===== config.mk =====
export PLATFORM = sky130hd
export DESIGN_NAME = shift_counter
export DESIGN_NICKNAME = d
export VERILOG_FILES = /design/src/rtl/shift_counter.sv
export SDC_FILE = /design/constraint.sdc
export NUM_CORES = 1
export LEC_CHECK = 0
export BUFFER_PORTS_ARGS = -buffer_cell sky130_fd_sc_hd__buf_2
export CORE_ASPECT_RATIO = 2
export CORE_MARGIN = 1.5
export CORE_UTILIZATION = 25
export DETAILED_ROUTE_END_ITERATION = 12
export GPL_TIMING_DRIVEN = 0
export PLACE_DENSITY_LB_ADDON = 0.3
export SETUP_SLACK_MARGIN = 0.5
export SLEW_MARGIN = 0
export SYNTH_ARGS = -nofsm -noshare
export SYNTH_HDL_FRONTEND = slang
export SYNTH_SLANG_ARGS = --single-unit

===== constraint.sdc =====
create_clock -name clk -period 2.9 [get_ports clk]
set_input_delay 0.58 -clock clk [delete_from_list [all_inputs] [get_ports clk]]
set_output_delay 0.58 -clock clk [all_outputs]
set_load 0.01 [all_outputs]

===== src/rtl/shift_counter.sv =====
// shift_counter: N-bit ring/Johnson shift-register counter with direction, load,
// illegal-state self-correction, terminal-count flag and decoded position.
module shift_counter #(
  parameter int N = 4,
  parameter logic [N-1:0] INIT = {{(N-1){1'b0}}, 1'b1},
  localparam int POS_W = $clog2(2*N)
) (
  input  logic             clk,
  input  logic             rst,
  input  logic             en,
  input  logic             dir,
  input  logic             mode,
  input  logic             load,
  input  logic [N-1:0]     load_val,
  output logic [N-1:0]     out,
  output logic             tc,
  output logic             err,
  output logic [POS_W-1:0] pos
);
  localparam int CW = POS_W + 1;
  logic [N-1:0] out_q, out_d, inv, step;
  logic err_q, err_d, ring_ok, john_ok, legal;
  logic [CW-1:0] ones;
  logic [POS_W-1:0] ridx, jpos;
  assign inv = ~out_q;
  assign ring_ok = (out_q != '0) && ((out_q & (out_q - N'(1))) == '0);
  // Johnson-legal means ones packed against the LSB, or zeros packed against the LSB
  assign john_ok = ((out_q & (out_q + N'(1))) == '0) || ((inv & (inv + N'(1))) == '0);
  assign legal = mode ? john_ok : ring_ok;
  always_comb begin
    ones = '0;
    ridx = '0;
    for (int i = 0; i < N; i++) begin
      ones = ones + CW'(out_q[i]);
      ridx = out_q[i] ? POS_W'(i) : ridx;
    end
  end
  assign jpos = (out_q[0] || out_q == '0) ? POS_W'(ones) : POS_W'(CW'(2*N) - ones);
  assign pos = !legal ? '0 : mode ? jpos : ridx;
  assign tc = en && legal && (dir ? out_q == N'(1) : out_q == {1'b1, {(N-1){1'b0}}});
  assign step = mode ? (dir ? {~out_q[0], out_q[N-1:1]} : {out_q[N-2:0], ~out_q[N-1]})
                     : (dir ? {out_q[0], out_q[N-1:1]} : {out_q[N-2:0], out_q[N-1]});
  always_comb begin
    out_d = rst ? INIT : load ? load_val : !en ? out_q : legal ? step : (mode ? '0 : INIT);
    err_d = !rst && !load && en && !legal;
  end
  always_ff @(posedge clk) begin
    out_q <= out_d;
    err_q <= err_d;
  end
  assign out = out_q;
  assign err = err_q;
endmodule


==> flow_metrics.py, run 1 <==
metrics = {
    "min_path": {
        "hold_class": "in2reg",
        "whs_path_depth": 2,
    },
    "run_status": {
        "violations": "setup timing",
        "status": "finished with violations",
    },
    "critical_path": {
        "worstSetupPathDepth": 12,
        "crit_path_frequent_cell": "ha_4",
        "cp.required_ns": 2.32,
        "path_delay_family": "adder cells",
        "cp_cell_sequence": "buf_8 > inv_8 > fa_1 > inv_2 > ha_4 > ha_4 > inv_4 > ha_4 > a21o_1 > a21oi_2 > nor4_2 > buf_2",
        "critPathBufInv": 5,
        "worstPathMaxFanout": 2,
        "slowest_delay_ns": 0.54,
        "rr_worst_depth": 9,
        "worstSetupPathType": "reg2out",
        "cp-start-kind": "register",
        "critPathCaptureType": "primary output",
        "cp_slowest_cell": "fa_1",
        "cp_data_arrival_time_ns": 2.45,
    },
    "global_route": {
        "antenna_found_initial": 0,
        "track_usage": 0.1491,
        "grt-ovfl-total": 0,
        "grt_pass1_wl_um": 3829,
        "grt_max_degree": 11,
        "grt_pass1_vias": 813,
    },
    "synth": {
        "synth.net_count": 107,
        "ys_seq_elements": 5,
        "syn-cell-area_um2": 739.5,
        "synth_edf_count": 0,
        "synthFlopType": "dfxtp_1",
        "syn_area_per_cell_um2": 8.309,
        "synth.area.top_cells": "dfxtp_1 14%, ha_1 12%, a2111oi_4 7.4%",
        "synth_warnings": 0,
        "synth_area_leader_cell": "dfxtp_1",
        "synth_cell_type_count": 38,
        "synth.top_cell.area_share": 0.1354,
        "syn_inst": 89,
        "synth_commonest_cells": "7 x ha_1, 7 x inv_1, 7 x nor2_1",
        "async_reset_ff_frac": 0,
        "ys_seq_area_frac": 0.1354,
    },
    "cells_and_area": {
        "seqCellArea_um2": 108.9,
        "areaGrowthSynthToFinish_pct": 56.68,
        "finalCoreUtilization": 0.4182,
        "drive_above_1_share": 0.5328,
        "n_antenna_cell": 0,
        "nets": 141,
        "multi_input_area_um2": 669.4,
        "fillers": 301,
    },
    "place": {
        "hpwlAfterDp_um": 1662,
        "portBuffers": 15,
        "gp_congestion": 0.7936,
    },
    "sta": {
        "slew_headroom": 0.6959,
        "finalCritPeriodShare": 1.045,
        "max_freq_ghz": 0.3301,
        "tns_ns": -0.2570,
        "final_hold_viol_count": 0,
        "worst_slew_pin_slew_ns": 0.4537,
        "finalSetupViolCount": 2,
        "rsz0062_at_grt": "true",
        "setup_slack_ns": -0.1291,
        "min_period_ns": 3.029,
        "skew_ns": 0.002806,
        "maxSlewViolCount": 0,
    },
    "pwr": {
        "power.leakage_nw": 0.4615,
        "powerDensity_mw_per_mm2": 393.6,
        "total_power_uw": 456.1,
        "ir_drop_v": 0.0002601,
    },
    "clock_network": {
        "htree_num_levels": 1,
        "clock_sinks": 5,
        "clkTransAtPathRegs_ns": 0.04,
        "worstSkewPairLatency_ns": 0.22,
        "cts_tree": "yes",
        "clk_path_buf_depth": 2,
        "root_buffer": "clkbuf_8",
        "ctsHoldBuffers": 0,
        "cts_made_buffers": 3,
    },
    "routing": {
        "drt-vias-per-instance": 5.179,
        "ant_nets": 0,
        "via_count": 782,
        "routedWlPerCell_um": 15.27,
        "drt_wl_total_um": 2306,
        "drt_drc_violations_left": 0,
        "drt_pass1_iterations": 4,
        "drt_iter0_drc": 8,
    },
    "run": {
        "max_cap_violations": 0,
    },
    "floorplan": {
        "rows": 27,
        "coreArea_mm2": 0.002770,
        "start_util": 0.2669,
        "die_h_um": 79.91,
        "die_w_um": 41.46,
        "top_level_ports": 19,
        "dieArea_mm2": 0.003313,
    },
}
[cell families after synthesis]
logic type                 Yosys count  synth area share
and+or+nand+nor                     27            0.2217
AOI/OAI and AO/OA                   27            0.3198
buffers and inverters               16           0.09984
adders and majority gates            8            0.1455
muxes                                3           0.04230
DFF                                  5            0.1354
xor gates and xnor gates             3           0.03554
[where the power goes]
part           internal [mW]  total, mW  switching (mW)
registers             0.0743     0.0795         0.00528
clock network         0.0944      0.129          0.0343
logic                  0.120      0.248           0.128
total                  0.289      0.456           0.168
[cell type report]
cell class,instances,area share
well taps,29,0.03132
repair buffers,29,0.1695
plain buffers,6,0.04320
multi-input cells,68,0.5778
clock buffers,4,0.03888
flip-flops and latches,5,0.09395
inverters,10,0.04536
[per-layer routing]
layer / routed length [µm] / track usage / share of wire
met1: 853 / 0.1446 / 0.37
met2: 1338 / 0.2922 / 0.58
met3: 68 / 0.02715 / 0.029
met4: 46 / 0.06452 / 0.020
met5: 0 / 0 / 0
[path summary, 6_finish.rpt]
| check | startpoint | slack (ns) | to |
|---|---|---|---|
| setup / recovery | out[3] | -0.13 | pos[1] |
| hold / removal | rst | 0.63 | out[1] |
| setup reg to reg | out[0] | 0.85 | err |
| hold reg to reg | out[1] | 0.70 | out[0] |
[through the flow]
| stage | instance area [µm²] | std cells | hold WS [ns] | setup WS (ns) |
|---|---|---|---|---|
| floorplan | 780.7 | 89 | 0.6344 | 0.0005280 |
| global placement | 892.1 | 133 | 0.6825 | -0.1107 |
| detailed placement | 892.1 | 133 | 0.6697 | -0.1238 |
| CTS | 1114 | 148 | 0.6271 | -0.1631 |
| global route | 1159 | 151 | 0.6426 | -0.2878 |
| finish | 1159 | 151 | 0.6307 | -0.1291 |
[worst reg2reg max path, cell delays in order, from the launching register on]
cell	delay [ns]
dfxtp_4	0.34
buf_8	0.12
buf_6	0.11
or3_4	0.36
a2111oi_4	0.37
nor3_4	0.07
buf_12	0.14
buf_4	0.13
buf_4	0.14
o21ba_1	0.16
[sequential cells by signal, summed over array words and instances (netlist names)]
signal  flops
err         1
out         4
[what timing repair did]
| action | 4_1_cts | 5_1_grt |
|---|---|---|
| setup endpoints to repair | 4 | 4 |
| pin swaps | 7 | 0 |
| buffers inserted | 11 | 3 |
| gates resized for setup | 19 | 4 |
[layout by cell type, fill, tap and decap left out, drive strengths merged, types with 2 or more instances in the layout]
cell type,synthesis,layout
a2111oi,2,2
a211oi,3,3
a21oi,6,6
buf,4,33
clkbuf,2,6
dfxtp,5,5
ha,7,7
inv,9,9
mux2i,2,2
nand2,2,2
nand3,2,2
nor2,7,7
nor3,7,7
nor4,2,2
o211ai,2,2
o21ai,6,6
o22ai,3,3
or3b,2,2
xnor2,3,3
Power figures use the tool's default switching activity.
==> run 2: changes to the inputs <==
Settings changed: CTS_CLUSTER_SIZE from default to 10, GPL_TIMING_DRIVEN 0 to default.
==> run 2 against run 1 <==
  * The flow still finishes with violations (setup timing)
  * First-iteration DRC count increased by 63%
  * Highest routed layer unchanged
  * Largest power group unchanged
  * Sequential share of layout area decreased by 0.45 points
  * Largest cell class unchanged
  * Via count increased by 4.7%
  * Global-route usage increased by 0.57 points
==> flow_metrics.py, run 2 (synthesis gave the netlist of run 1 again) <==
metrics = {
    "global_route": {
        "grt_pass1_vias": 881,
        "antenna_found_initial": 0,
        "track_usage": 0.1548,
        "grt-ovfl-total": 0,
        "grt_max_degree": 11,
        "grt_pass1_wl_um": 3905,
    },
    "floorplan": {
        "die_w_um": 41.46,
        "start_util": 0.2669,
        "dieArea_mm2": 0.003313,
        "coreArea_mm2": 0.002770,
        "top_level_ports": 19,
        "rows": 27,
        "die_h_um": 79.91,
    },
    "routing": {
        "dr_wl_met3_um": 58,
        "via_count": 819,
        "drt_drc_violations_left": 0,
        "wl_met2_um": 1372,
        "wl_met1_um": 838,
        "drt-vias-per-instance": 5.217,
        "ant_nets": 0,
        "drt_wl_total_um": 2402,
        "drt_pass1_iterations": 4,
        "routedWlPerCell_um": 15.30,
        "drt_iter0_drc": 13,
        "top_layer": "met4",
    },
    "sta": {
        "setup_slack_ns": -0.04561,
        "max_freq_ghz": 0.3395,
        "min_period_ns": 2.946,
        "final_hold_viol_count": 0,
        "slew_headroom": 0.7232,
        "worst_slew_pin_slew_ns": 0.4127,
        "rsz0062_at_grt": "true",
        "tns_ns": -0.07208,
        "finalSetupViolCount": 2,
        "skew_ns": 0.001158,
        "maxSlewViolCount": 0,
        "finalCritPeriodShare": 1.016,
    },
    "critical_path": {
        "ff2ff_setup_slack_ns": 0.90,
        "worstPathMaxFanout": 2,
        "cp_slowest_cell": "fa_1",
        "cp-start-kind": "register",
        "cp_data_arrival_time_ns": 2.37,
        "rr_worst_depth": 10,
        "critPathCaptureType": "primary output",
        "worstReg2RegEnd": "out[0]",
        "slowest_delay_ns": 0.54,
        "worstSetupPathType": "reg2out",
        "cp.required_ns": 2.32,
        "timing.rr.start": "out[1]",
        "crit_path_frequent_cell": "ha_4",
        "crit_path_end": "pos[1]",
        "crit_start": "out[3]",
        "cp_cell_sequence": "inv_4 > fa_1 > inv_2 > ha_4 > ha_4 > inv_4 > ha_4 > a21o_1 > a21oi_2 > nor4_2 > buf_2",
    },
    "cells_and_area": {
        "drive_above_1_share": 0.5859,
        "nets": 147,
        "final_common_cell": "buf_4",
        "n_antenna_cell": 0,
        "largest_reg_flops": 4,
        "fillers": 275,
        "finalCoreUtilization": 0.4341,
        "areaGrowthSynthToFinish_pct": 62.61,
        "final_cell_mix": "18 x buf_4, 17 x buf_2, 6 x nor2_1, 6 x o21ai_0, 5 x a21oi_1",
        "final_cells": 157,
    },
    "clock_network": {
        "cts_made_buffers": 3,
        "root_buffer": "clkbuf_8",
        "clock_sinks": 5,
        "cts_tree": "yes",
        "clkTransAtPathRegs_ns": 0.03,
        "htree_num_levels": 1,
        "worstSkewPairLatency_ns": 0.22,
        "clk_path_buf_depth": 2,
        "ctsHoldBuffers": 0,
    },
    "run": {
        "max_cap_violations": 0,
    },
    "pwr": {
        "power.leakage_nw": 0.4926,
        "powerDensity_mw_per_mm2": 386.4,
        "ir_drop_v": 0.0002934,
    },
    "place": {
        "hpwlAfterDp_um": 1809,
        "placedCellCount": 139,
        "gp_congestion": 0.8414,
        "portBuffers": 18,
    },
    "min_path": {
        "hold_class": "in2reg",
    },
    "run_status": {
        "status": "finished with violations",
        "violations": "setup timing",
    },
}
-- run 2: changes by cell type in the layout (fill, tap and decap cells not counted), sizes merged --
cell    delta
buf        +7
clkbuf     -1
-- run 2: power breakdown --
part | internal [mW] | total, mW | switching [mW]
Combinational | 0.125 | 0.253 | 0.129
Clock | 0.0944 | 0.130 | 0.0357
Sequential | 0.0749 | 0.0811 | 0.00618
-- run 2: through the flow --
step | area [µm²] | hold WS (ns) | total power [mW] | worst slack (ns)
after floorplan | 780.7 | 0.6344 | 0.2093 | 0.0005280
after global placement | 932.1 | 0.6709 | 0.2585 | 0.07466
after detailed placement | 932.1 | 0.6788 | 0.2628 | 0.03947
after CTS | 1157 | 0.6121 | 0.4475 | -0.07178
after global routing | 1202 | 0.6435 | 0.4915 | -0.1306
final | 1202 | 0.6165 | 0.4645 | -0.04561
-- run 2: area by class of cell --
| cell class | instances | area, µm² | area share |
|---|---|---|---|
| clock buffer | 4 | 45.04 | 0.03746 |
| inverter | 10 | 45.04 | 0.03746 |
| multi-input combinational | 68 | 671.9 | 0.5588 |
| sequential | 5 | 107.6 | 0.08949 |
| tap | 29 | 36.28 | 0.03018 |
| timing repair buffer | 41 | 296.5 | 0.2466 |
-- run 2: timing repair --
action,4_1_cts,5_1_grt
pin swaps,9,2
setup buffers,12,2
endpoints found under the setup margin,4,4
resized for setup,17,7
-- run 2: worst min-delay path by stage --
| stage | end | slack [ns] | depth (start not counted) | start |
|---|---|---|---|---|
| 2_1_floorplan | out[0] | 0.63 | 3 | out[0] |
| 3_3_place_gp | out[3] | 0.67 | 4 | out[3] |
| 3_5_place_dp | out[3] | 0.68 | 4 | out[3] |
| 4_1_cts | out[3] | 0.61 | 2 | rst |
| 5_1_grt | out[1] | 0.64 | 2 | rst |
| 6_report | out[3] | 0.62 | 2 | rst |
-- run 2: layer usage --
metal	up-vias	track usage
li1	403	-
met3	11	0.02036
met1	379	0.1330
met5	-	0
met4	0	0.1226
met2	26	0.3016
-- run 2: worst max-delay path, delay by kind of cell (launching register included) --
kind / cells / cell delay [ns]
simple gates: 1 / 0.05
flops: 1 / 0.34
buf+inv: 4 / 0.26
fa+ha+maj: 4 / 1.17
compound gates: 2 / 0.32
